**src/rtl/pb_pkg.sv**
```systemverilog
// Shared types and defaults for push-button conditioning.
// Default cycle counts assume the 50 MHz GL0 fabric clock.
package pb_pkg;

    typedef enum logic [1:0] {
        RELEASED,
        PRESS_WAIT,
        PRESSED,
        RELEASE_WAIT
    } pb_state_t;

    // 10 ms debounce, 1 s long press at 50 MHz
    localparam int unsigned PB_DEBOUNCE_DEF   = 500000;
    localparam int unsigned PB_LONG_PRESS_DEF = 50000000;

    function automatic int unsigned cnt_w(input int unsigned n);
        return (n <= 2) ? 1 : $clog2(n);
    endfunction

endpackage

```
**src/rtl/sync_2ff.sv**
```systemverilog
// Two-flop synchronizer for an asynchronous pad input.
// Both flops load RST_VAL so the output is quiet out of reset.
module sync_2ff #(
    parameter logic RST_VAL = 1'b0
) (
    input  logic clk,
    input  logic rst,
    input  logic d,
    output logic q
);

    logic s1;

    always_ff @(posedge clk) begin
        if (rst) begin
            s1 <= RST_VAL;
            q  <= RST_VAL;
        end else begin
            s1 <= d;
            q  <= s1;
        end
    end

endmodule

```
**src/rtl/pb_event_gen.sv**
```systemverilog
// Push-button debouncer producing press, release and long-press strobes,
// a debounced level and a wrapping press counter.
module pb_event_gen
    import pb_pkg::*;
#(
    parameter int unsigned DEBOUNCE_CYCLES   = PB_DEBOUNCE_DEF,
    parameter int unsigned LONG_PRESS_CYCLES = PB_LONG_PRESS_DEF,
    parameter bit          ACTIVE_LOW        = 1'b1,
    parameter int unsigned COUNT_W           = 8
) (
    input  logic               CLK,
    input  logic               RESET,
    input  logic               PB_SW,
    output logic               PB_LEVEL,
    output logic               PRESS,
    output logic               RELEASE,
    output logic               LONG_PRESS,
    output logic [COUNT_W-1:0] PRESS_COUNT
);

    localparam int unsigned DW = cnt_w(DEBOUNCE_CYCLES);
    localparam int unsigned HW = cnt_w(LONG_PRESS_CYCLES);
    localparam logic [DW-1:0] D_MAX = DW'(DEBOUNCE_CYCLES - 1);
    localparam logic [HW-1:0] H_MAX = HW'(LONG_PRESS_CYCLES - 1);

    logic s2;
    logic p;

    pb_state_t state_q, state_d;
    logic [DW-1:0] dcnt_q, dcnt_d;
    logic [HW-1:0] hcnt_q, hcnt_d;
    logic [HW-1:0] hcnt_inc;
    logic hold_max;
    logic releasing;
    logic flag_q, flag_d;
    logic level_q, level_d;
    logic press_q, press_d;
    logic rel_q, rel_d;
    logic lp_q, lp_d;
    logic [COUNT_W-1:0] cnt_q, cnt_d;

    sync_2ff #(
        .RST_VAL (ACTIVE_LOW)
    ) u_sync (
        .clk (CLK),
        .rst (RESET),
        .d   (PB_SW),
        .q   (s2)
    );

    assign p = s2 ^ ACTIVE_LOW;

    always_ff @(posedge CLK) begin
        if (RESET) begin
            state_q <= RELEASED;
            dcnt_q  <= '0;
            hcnt_q  <= '0;
            flag_q  <= 1'b0;
            level_q <= 1'b0;
            press_q <= 1'b0;
            rel_q   <= 1'b0;
            lp_q    <= 1'b0;
            cnt_q   <= '0;
        end else begin
            state_q <= state_d;
            dcnt_q  <= dcnt_d;
            hcnt_q  <= hcnt_d;
            flag_q  <= flag_d;
            level_q <= level_d;
            press_q <= press_d;
            rel_q   <= rel_d;
            lp_q    <= lp_d;
            cnt_q   <= cnt_d;
        end
    end

    assign hold_max  = (hcnt_q == H_MAX);
    assign hcnt_inc  = hold_max ? hcnt_q : hcnt_q + 1'b1;
    assign releasing = !p && (dcnt_q == D_MAX);

    always_comb begin
        state_d = state_q;
        dcnt_d  = dcnt_q;
        hcnt_d  = hcnt_q;
        flag_d  = flag_q;
        level_d = level_q;
        press_d = 1'b0;
        rel_d   = 1'b0;
        lp_d    = 1'b0;
        cnt_d   = cnt_q;
        unique case (state_q)
            RELEASED: begin
                if (p) begin
                    state_d = PRESS_WAIT;
                    dcnt_d  = '0;
                end
            end
            PRESS_WAIT: begin
                if (!p) begin
                    state_d = RELEASED;
                end else if (dcnt_q == D_MAX) begin
                    state_d = PRESSED;
                    press_d = 1'b1;
                    level_d = 1'b1;
                    cnt_d   = cnt_q + 1'b1;
                    hcnt_d  = '0;
                    flag_d  = 1'b0;
                end else begin
                    dcnt_d = dcnt_q + 1'b1;
                end
            end
            PRESSED: begin
                hcnt_d = hcnt_inc;
                if (hold_max && !flag_q) begin
                    lp_d   = 1'b1;
                    flag_d = 1'b1;
                end
                if (!p) begin
                    state_d = RELEASE_WAIT;
                    dcnt_d  = '0;
                end
            end
            RELEASE_WAIT: begin
                hcnt_d = hcnt_inc;
                // An accepted release wins over a long press on the same edge
                if (hold_max && !flag_q && !releasing) begin
                    lp_d   = 1'b1;
                    flag_d = 1'b1;
                end
                if (p) begin
                    state_d = PRESSED;
                end else if (releasing) begin
                    state_d = RELEASED;
                    rel_d   = 1'b1;
                    level_d = 1'b0;
                end else begin
                    dcnt_d = dcnt_q + 1'b1;
                end
            end
            default: begin
                state_d = RELEASED;
            end
        endcase
    end

    assign PB_LEVEL    = level_q;
    assign PRESS       = press_q;
    assign RELEASE     = rel_q;
    assign LONG_PRESS  = lp_q;
    assign PRESS_COUNT = cnt_q;

endmodule
```
**config.mk**
```make
export PLATFORM = sky130hd
export DESIGN_NAME = pb_event_gen
export DESIGN_NICKNAME = d
export VERILOG_FILES = /design/src/rtl/pb_pkg.sv /design/src/rtl/sync_2ff.sv /design/src/rtl/pb_event_gen.sv
export SDC_FILE = /design/constraint.sdc
export NUM_CORES = 1
export LEC_CHECK = 0
export BUFFER_PORTS_ARGS = -buffer_cell sky130_fd_sc_hd__buf_2
export CAP_MARGIN = 15
export CORE_AREA = 2 2 81 75
export CTS_CLUSTER_DIAMETER = 150
export DETAILED_ROUTE_END_ITERATION = 12
export DIE_AREA = 0 0 83 77
export GPL_TIMING_DRIVEN = 0
export PLACE_DENSITY = 0.76
export SLEW_MARGIN = 20
export SYNTH_ARGS = -nofsm -noshare
export SYNTH_HDL_FRONTEND = slang
export SYNTH_SLANG_ARGS = --single-unit
```
**constraint.sdc**
```tcl
create_clock -name CLK -period 4.1 [get_ports CLK]
set_input_delay 0.41 -clock CLK [delete_from_list [all_inputs] [get_ports CLK]]
set_output_delay 0.41 -clock CLK [all_outputs]
set_load 0.03 [all_outputs]
```
# Word-level counts from Yosys, hierarchy flattened
# Cells that the tools add are included.
[op_classes] add_sub_neg=3 bitwise=3 n_mux=33 reduce_logical=18 n_eq_ne=18
[op_table] operator="$mux 19" n=6
[op_table] operator="$mux 26" n=3
[op_table] operator="$pmux 19 s4" n=1
[op_table] operator="$pmux 26 s2" n=1
[op_table] operator="$add 26x1->26 const B" n=1
[op_table] operator="$eq 26x26->1 const B" n=1
[op_table] operator="$add 19x1->19 const B" n=1
[op_table] operator="$eq 19x19->1 const B" n=1
[op_table] operator="$ne 2x2->1 const B" n=9
[op_table] operator="$mux 1" n=12
[op_table] operator="$mux 2" n=6
[op_table] operator="$reduce_and 5->1" n=2
[op_table] operator="$add 8x1->8 const B" n=1
[op_table] operator="$pmux 2 s4" n=1
[op_table] operator="$reduce_and 4->1" n=2
[op_table] operator="$reduce_and 6->1" n=1
[op_table] operator="$reduce_or 3->1" n=2
[op_table] operator="$eq 2x2->1 const B" n=2
[op_table] operator="$ne 2x1->1 const B" n=2
[op_table] operator="$pmux 1 s2" n=2
[op_table] operator="$reduce_bool 2->1" n=2
[op_table] operator="$logic_and 1x1->1" n=3
[op_table] operator="$ne 3x2->1 const B" n=1
[op_table] operator="$ne 3x3->1 const B" n=1
[op_table] operator="8 further kinds" n=11
[totals] reg_bits=62 word_cells=86 input_bits=3

# Longest topological paths before layout
# Gate-level depths: netlist of the first run.
[depth] word_depth=6 mapped_depth=9

# Cells and area by module
# From an unflattened synthesis of the first run, not the netlist that was laid out.
[hier_totals] cells_unflattened=346 area_unflattened_um2=2977.9
[by_module_without_submodules] module="pb_event_gen" area_per_inst_um2=2925.3 cells_each=342 instances=1 seq_area_each_um2=1201.2
[by_module_without_submodules] module="sync_2ff" area_per_inst_um2=52.6 cells_each=4 instances=1 seq_area_each_um2=40.0

# Worst setup path after synthesis of the first run
# OpenSTA, ideal clock, no wires.
[synth_timing] path_type="reg-to-reg" from="register dcnt_q[7]" to="register cnt_q[5], in the netlist PRESS_COUNT[5]" path_slack_ns=2.020 t_arrival_ns=2.009 required_ns=4.029 stages_incl_launch_ff=8 synth_period_minus_slack_ns=2.080 cell_sequence="dfxtp_1 > buf_6 > or4b_4 > nor3_4 > buf_6 > nand3_4 > or4_1 > a21oi_1"
[synth_via] elab_chain_cells=2
[synth_rtl] element="from (decl)" line="pb_event_gen.sv:30" rtl="logic [DW-1:0] dcnt_q, dcnt_d;"
[synth_rtl] element="from (signal assigned)" line="pb_event_gen.sv:66" rtl="dcnt_q <= dcnt_d;"
[synth_rtl] element="$eq 19x19->1" line="pb_event_gen.sv:101" rtl="end else if (dcnt_q == D_MAX) begin"
[synth_rtl] element="$reduce_and 3->1 (no line)"
[synth_rtl] element="to (signal assigned)" line="pb_event_gen.sv:73" rtl="cnt_q <= cnt_d;"
[synth_rtl] element="to (decl)" line="pb_event_gen.sv:40" rtl="logic [COUNT_W-1:0] cnt_q, cnt_d;"
# No other way between the ends.
# A chain may end at the register's enable or synchronous reset.

# Final worst setup path of the first run
[layout_timing] from="register dcnt_q[12]" to="register hcnt_q[12]"
[layout_via] elab_chain_cells=3
[layout_rtl] element="$eq 19x19->1" line="pb_event_gen.sv:101"
[layout_rtl] element="$ne 2x2->1 (no line)"
[layout_rtl] element="$reduce_and 4->1 (no line)"
[layout_rtl] element="to (signal assigned)" line="pb_event_gen.sv:67" rtl="hcnt_q <= hcnt_d;"
[layout_rtl] element="to (decl)" line="pb_event_gen.sv:31" rtl="logic [HW-1:0] hcnt_q, hcnt_d;"
# No other way between the ends.

==> results of run 1 <==
-- layer usage --
metal | GRT usage [%] | routed length [um] | up-vias
met5 | 0 | 0 | -
met4 | 9.51 | 98 | 0
met3 | 5.92 | 495 | 10
met1 | 34.5 | 3740 | 1402
li1 | - | - | 1462
met2 | 37.5 | 3370 | 104
-- synthesized netlist by cell type (5+ instances only) --
master / count / area [um^2]
and4_1: 8 / 70.1
nor4_1: 5 / 31.3
o31ai_1: 10 / 75.1
a211oi_1: 9 / 67.6
nand3_1: 16 / 80.1
buf_2: 5 / 25.0
or4_1: 10 / 75.1
nand4_1: 14 / 87.6
mux2i_1: 19 / 190
o2111ai_1: 5 / 43.8
and3_1: 9 / 56.3
xnor2_1: 7 / 61.3
nor2_1: 20 / 75.1
inv_1: 9 / 33.8
nand2_1: 47 / 176
o21ai_0: 6 / 30.0
clkbuf_1: 11 / 41.3
a21oi_1: 31 / 155
nand2b_1: 19 / 119
dfxtp_1: 62 / 1240
-- power by group through the flow --
stage / combinational, uW / sequential (uW) / clock, uW
floorplan: 25.6 / 620 / 0
global route: 41.3 / 607 / 541
finish: 37.1 / 607 / 509
CTS: 37.0 / 607 / 519
global placement: 35.9 / 620 / 0
detailed placement: 36.8 / 621 / 0
-- worst reg2reg max path, stage by stage (launching register included) --
cell and delay, ns:
dfxtp_1 0.31, clkbuf_1 0.27, nor4_1 0.11, and4_1 0.19, clkbuf_1 0.26, a31oi_1 0.56, buf_2 0.34, buf_2 0.28
o2111ai_1 0.14, nand2_1 0.10
-- logic make-up (layout without fill, tap and decap cells) --
kind of cell	count (synthesis)	count (layout)	share of synthesized area (%)
DFF	62	62	38.6
xor gates and xnor gates	11	11	3.00
AOI/OAI and AO/OA	82	82	16.7
muxes	19	19	5.92
adders and majority gates	3	3	1.17
buffers and inverters	28	57	3.93
and+or+nand+nor	175	175	30.6
-- stage by stage --
step                std cells  power, uW  hold WS (ns)  utilization (%)
finish                    479       1150         0.247             63.9
global route              479       1190         0.249             63.9
floorplan                 380        645         0.389                -
detailed placement        464        657         0.403             60.6
CTS                       479       1160         0.238             63.9
global placement          464        656         0.391             60.6
-- cell usage in the layout, fill, tap and decap left out, types with 5 or more instances in the layout --
cell type | netlist | final
and4_1 | 8 | 8
mux2i_1 | 19 | 19
o2111ai_1 | 5 | 5
inv_1 | 9 | 9
nand2_1 | 47 | 47
o21ai_0 | 6 | 6
o31ai_1 | 10 | 10
nor2_1 | 20 | 20
buf_2 | 5 | 19
clkbuf_1 | 11 | 13
nand4_1 | 14 | 14
and3_1 | 9 | 9
nor4_1 | 5 | 5
a21oi_1 | 31 | 31
nand3_1 | 16 | 16
or4_1 | 10 | 10
clkbuf_8 | 0 | 13
xnor2_1 | 7 | 7
dfxtp_1 | 62 | 62
nand2b_1 | 19 | 19
a211oi_1 | 9 | 9
-- worst paths after layout --
path                    from         end  slack, ns  cells past startpoint
setup / recovery  dcnt_q[12]  hcnt_q[12]       1.48                      9
hold / removal         PB_SW   u_sync.s1       0.25                      2
setup reg to reg  dcnt_q[12]  hcnt_q[12]       1.48                      9
hold reg to reg    u_sync.s1    u_sync.q       0.41                      1
-- area by class of cell --
type                            instances  area, um^2
Timing Repair Buffer                   14        70.1
Fill cell                             486        2010
Inverter                                9        33.8
Sequential cell                        62        1240
Multi-Input combinational cell        290        1840
Tap cell                               70        87.6
Buffer                                 19        92.6
Clock buffer                           15         186
==> flow_summary.yaml, run 1 <==
run_status:
  status: "finished, final reports clean"
sta:
  clock-skew-final_ns: 0.00993
  final-setup-viol-count: 0
  worst_slack_ns: 1.48
  fin_crit_sh_pct: 63.9
  period_minus_slack_ns: 2.62
  hold_viol: 0
  fin_setup_tns_ns: 0
  slew_headroom_pct: 26.6
  fmax_ghz: 0.382
  rsz0062_at_grt: "false"
  tightest_slew_ns: 1.09
  slew_violations: 0
synthesis:
  syn_avg_cell_area_um2: 8.45
  netlist_instances: 380
  ys_seq_area_share_pct: 38.6
  post_synth_num_cell_types: 49
  syn_area_um2: 3210
  synth-seq-cells: 62
  synthArstFlopShare_pct: 0
  synth-edff-count: 0
  syn-num-nets: 386
  yosys_warnings: 0
  ys.flop_type: "dfxtp_1"
finish:
  area_growth_pct: 10.7
  drive_above_1_share_pct: 10.3
  antenna_cells: 0
  design_area_um2: 3560
  largest_register_ffs: 26
  regMostFlops: "hcnt_q"
  final_nets: 411
pwr:
  power.share.clock_pct: 44.1
  p_int_uw: 898
  p_seq_share_pct: 52.7
  leakage_uw: 0.00125
  p_comb_share_pct: 3.2
  powerDensity_nw_per_um2: 324
  p_sw_uw: 255
  switching_share_pct: 22.1
  ir_drop_uv: 257
worst_setup_path:
  cpMaxStageDelayCell: "a31oi_1"
  cpLargestDelayFamily: "buffers and inverters"
  crit_type: "reg2reg"
  critPathBufInv: 4
  crit_path_cell_trace: "clkbuf_1 > nor4_1 > and4_1 > clkbuf_1 > a31oi_1 > buf_2 > buf_2 > o2111ai_1 > nand2_1"
  max_stage_delay_ns: 0.56
  end_kind: "register"
  worst_setup_path_start_kind: "register"
  arrival_ns: 2.91
  crit_fanout: 10
  cp_data_required_time_ns: 4.39
clock_tree:
  clk_pin_slew_ns: 0.07
  cts_setup_buffers: 0
  cts_sinks: 62
  clk-insertion-delay-late_ns: 0.35
  postCtsHoldBufs: 0
  htree_levels: 3
  cts_root_buffer: "clkbuf_8"
  cts.path.max_buffers: 2
  numCtsBuffers: 9
  cts_resized: 0
  cts_tree: "done"
drt:
  drtIter0Drc: 318
  via_per_inst: 6.22
  wl_per_cell_um: 16.1
  wl_um: 7700
  firstDrtPassIters: 7
  antenna_left: 0
  drc: 0
  dr_total_vias: 2978
placement:
  portBuffers: 14
  gp_congestion: 0.937
  placed_area_um2: 3370
  place_ws_ns: 1.53
  dp_hpwl_um: 5350
floorplanning:
  ioPinCount: 15
  die_h_um: 77
  die_w_um: 83
  start_util_pct: 57.7
  fp.dieArea_um2: 6390
  core-area_um2: 5560
  rows: 26
global_routing:
  grt_max_degree: 11
  grt-ovfl-total: 0
  grt_pass1_vias: 2716
  track_usage_pct: 24.9
  grt_pass1_wl_um: 12900
  antenna_found_initial: 0
worst_hold_path:
  min_path_type: "in2reg"
job:
  drv_cap: 0
No activity file was read; power rests on OpenSTA's default activity.
==> inputs of run 2 (changes only) <==
ABC_AREA = 1   (was unset)
CORE_AREA = 2 2 90 83   (was 2 2 81 75)
DIE_AREA = 0 0 92 85   (was 0 0 83 77)
PLACE_DENSITY = 0.75   (was 0.76)
clock period = 2.4 ns   (was 4.1 ns; I/O delays follow)
==> run 2 against run 1 <==
Compared with the run above: via count is 26% higher; clock skew up 0.0013 ns; die area increased by 22%; flip-flop and latch count stayed put; register-to-register slack got worse by 1.1 ns; largest power group unchanged.
==> flow_summary.yaml, run 2 <==
run_status:
  status: "finished, final reports clean"
synthesis:
  yosys_warnings: 0
  ys.flop_type: "dfxtp_1"
  yosys.area.top_type: "dfxtp_1"
  ys_seq_area_share_pct: 33.1
  synth_area_leaders: "dfxtp_1 33%, nand2_1 14%, nor2_1 9.8%"
  syn_avg_cell_area_um2: 6.52
  netlist_instances: 575
  syn_area_um2: 3750
  synth_most_common_cell: "nand2_1"
  synth-seq-cells: 62
  syn-num-nets: 581
  synth_common_cells: "138 x nand2_1, 98 x nor2_1, 62 x dfxtp_1, 60 x inv_1, 56 x nand3_1"
  synth_top_area_share_pct: 33.1
  synth-edff-count: 0
  synthArstFlopShare_pct: 0
  post_synth_num_cell_types: 41
clock_tree:
  htree_levels: 3
  numCtsBuffers: 9
  clk_pin_slew_ns: 0.08
  clk-insertion-delay-late_ns: 0.35
  cts_sinks: 62
  cts_resized: 0
  postCtsHoldBufs: 0
  cts_tree: "done"
  cts.path.max_buffers: 2
  cts_setup_buffers: 0
  cts_root_buffer: "clkbuf_8"
global_routing:
  grt_pass1_wl_um: 16000
  track_usage_pct: 25.5
  antenna_found_initial: 0
  grt_pass1_vias: 3473
  grt-ovfl-total: 0
  grt_max_degree: 13
drt:
  drtIter0Drc: 328
  drc: 0
  wl_per_cell_um: 13.3
  wl_um: 9290
  antenna_left: 0
  dr_total_vias: 3761
  via_per_inst: 5.39
  firstDrtPassIters: 5
finish:
  nFillCells: 646
  regMostFlops: "hcnt_q"
  post-route-util_pct: 60.5
  largest_register_ffs: 26
  design_area_um2: 4170
  regArea_um2: 1240
  final_nets: 606
  multiInputGateArea_um2: 2130
  final_common_cell: "nand2_1"
  area_growth_pct: 11.1
  final_cell_mix: "138 x nand2_1, 98 x nor2_1, 62 x dfxtp_1, 60 x inv_1, 56 x nand3_1"
  antenna_cells: 0
  drive_above_1_share_pct: 16.0
worst_setup_path:
  crit_fanout: 10
  worstRegToRegCells: 12
  end_kind: "register"
  rrSetupSlack_ns: 0.42
  cp_num_cells: 12
  cp_data_required_time_ns: 2.68
  worst_setup_path_start_kind: "register"
  crit_type: "reg2reg"
  cpMaxStageDelayCell: "dfxtp_1"
  max_stage_delay_ns: 0.38
  cpLargestDelayFamily: "simple AND/OR/NAND/NOR gates"
  crit_path_cell_trace: "ha_1 > nand3_2 > inv_2 > nand2_1 > nor2_1 > nand2_1 > nand2_2 > nand2_8 > inv_8 > buf_12 > nand2_2 > a21oi_2"
  critPathBufInv: 3
  arrival_ns: 2.26
sta:
  tightest_slew_ns: 0.659
  clock-skew-final_ns: 0.0112
  hold_viol: 0
  period_minus_slack_ns: 1.98
  fin_setup_tns_ns: 0
  final-setup-viol-count: 0
  fmax_ghz: 0.506
  slew_violations: 0
  rsz0062_at_grt: "false"
  slew_headroom_pct: 56.1
  fin_crit_sh_pct: 82.4
floorplanning:
  die_w_um: 92
  die_h_um: 85
  fp.dieArea_um2: 7820
  ioPinCount: 15
  core-area_um2: 6890
  rows: 29
  start_util_pct: 54.4
placement:
  placed_area_um2: 3940
  gp_congestion: 0.970
  dp_hpwl_um: 6880
  portBuffers: 14
pwr:
  ir_drop_uv: 372
  leakage_uw: 0.00159
  powerDensity_nw_per_um2: 596
job:
  drv_cap: 0
worst_hold_path:
  hold_depth: 2
  min_path_type: "in2reg"
run 2: stage by stage:
stage / total power, uW / std cells / worst slack [ns] / hold slack, ns
6_report: 2480 / 698 / 0.423 / 0.0780
5_1_grt: 2580 / 698 / 0.289 / 0.0803
4_1_cts: 2500 / 698 / 0.427 / 0.0663
3_5_place_dp: 1440 / 682 / 0.469 / 0.403
3_3_place_gp: 1430 / 682 / 0.533 / 0.395
2_1_floorplan: 1350 / 575 / 0.818 / 0.336
run 2: path summary, 6_finish.rpt:
path / end / start
max: hcnt_q[18] / hcnt_q[0]
min: u_sync.s1 / PB_SW
max reg2reg: hcnt_q[18] / hcnt_q[0]
min reg2reg: u_sync.q / u_sync.s1
run 2: cell type report:
cell class | instances | area share [%]
Buffer | 14 | 2.82
Clock buffer | 10 | 3.30
Clock inverter | 6 | 2.25
Inverter | 66 | 6.27
Multi-Input combinational cell | 433 | 51.1
Sequential cell | 62 | 29.8
Tap cell | 93 | 2.79
Timing Repair Buffer | 14 | 1.68
run 2: cells by family (layout without fill, tap and decap cells):
group                      count (synthesis)  count (layout)  synth area share [%]
AOI/OAI and AO/OA                         66              66                  10.4
and+or+nand+nor                          352             352                  42.6
adders and majority gates                  3               3                  1.00
buffers and inverters                     80             110                  10.1
xor gates and xnor gates                  12              12                  2.80
DFF                                       62              62                  33.1
run 2: power by group:
| group | switching (uW) | total (uW) | internal (uW) |
|---|---|---|---|
| clock network | 445 | 1060 | 620 |
| logic | 244 | 355 | 111 |
| registers | 14.1 | 1060 | 1050 |
run 2: layer usage:
layer	wire length, um	up-vias	GRT usage (%)
li1	-	1887	-
met1	4260	1717	34.2
met3	684	18	5.68
met2	4190	139	40.5
met5	0	-	0
met4	154	0	9.23
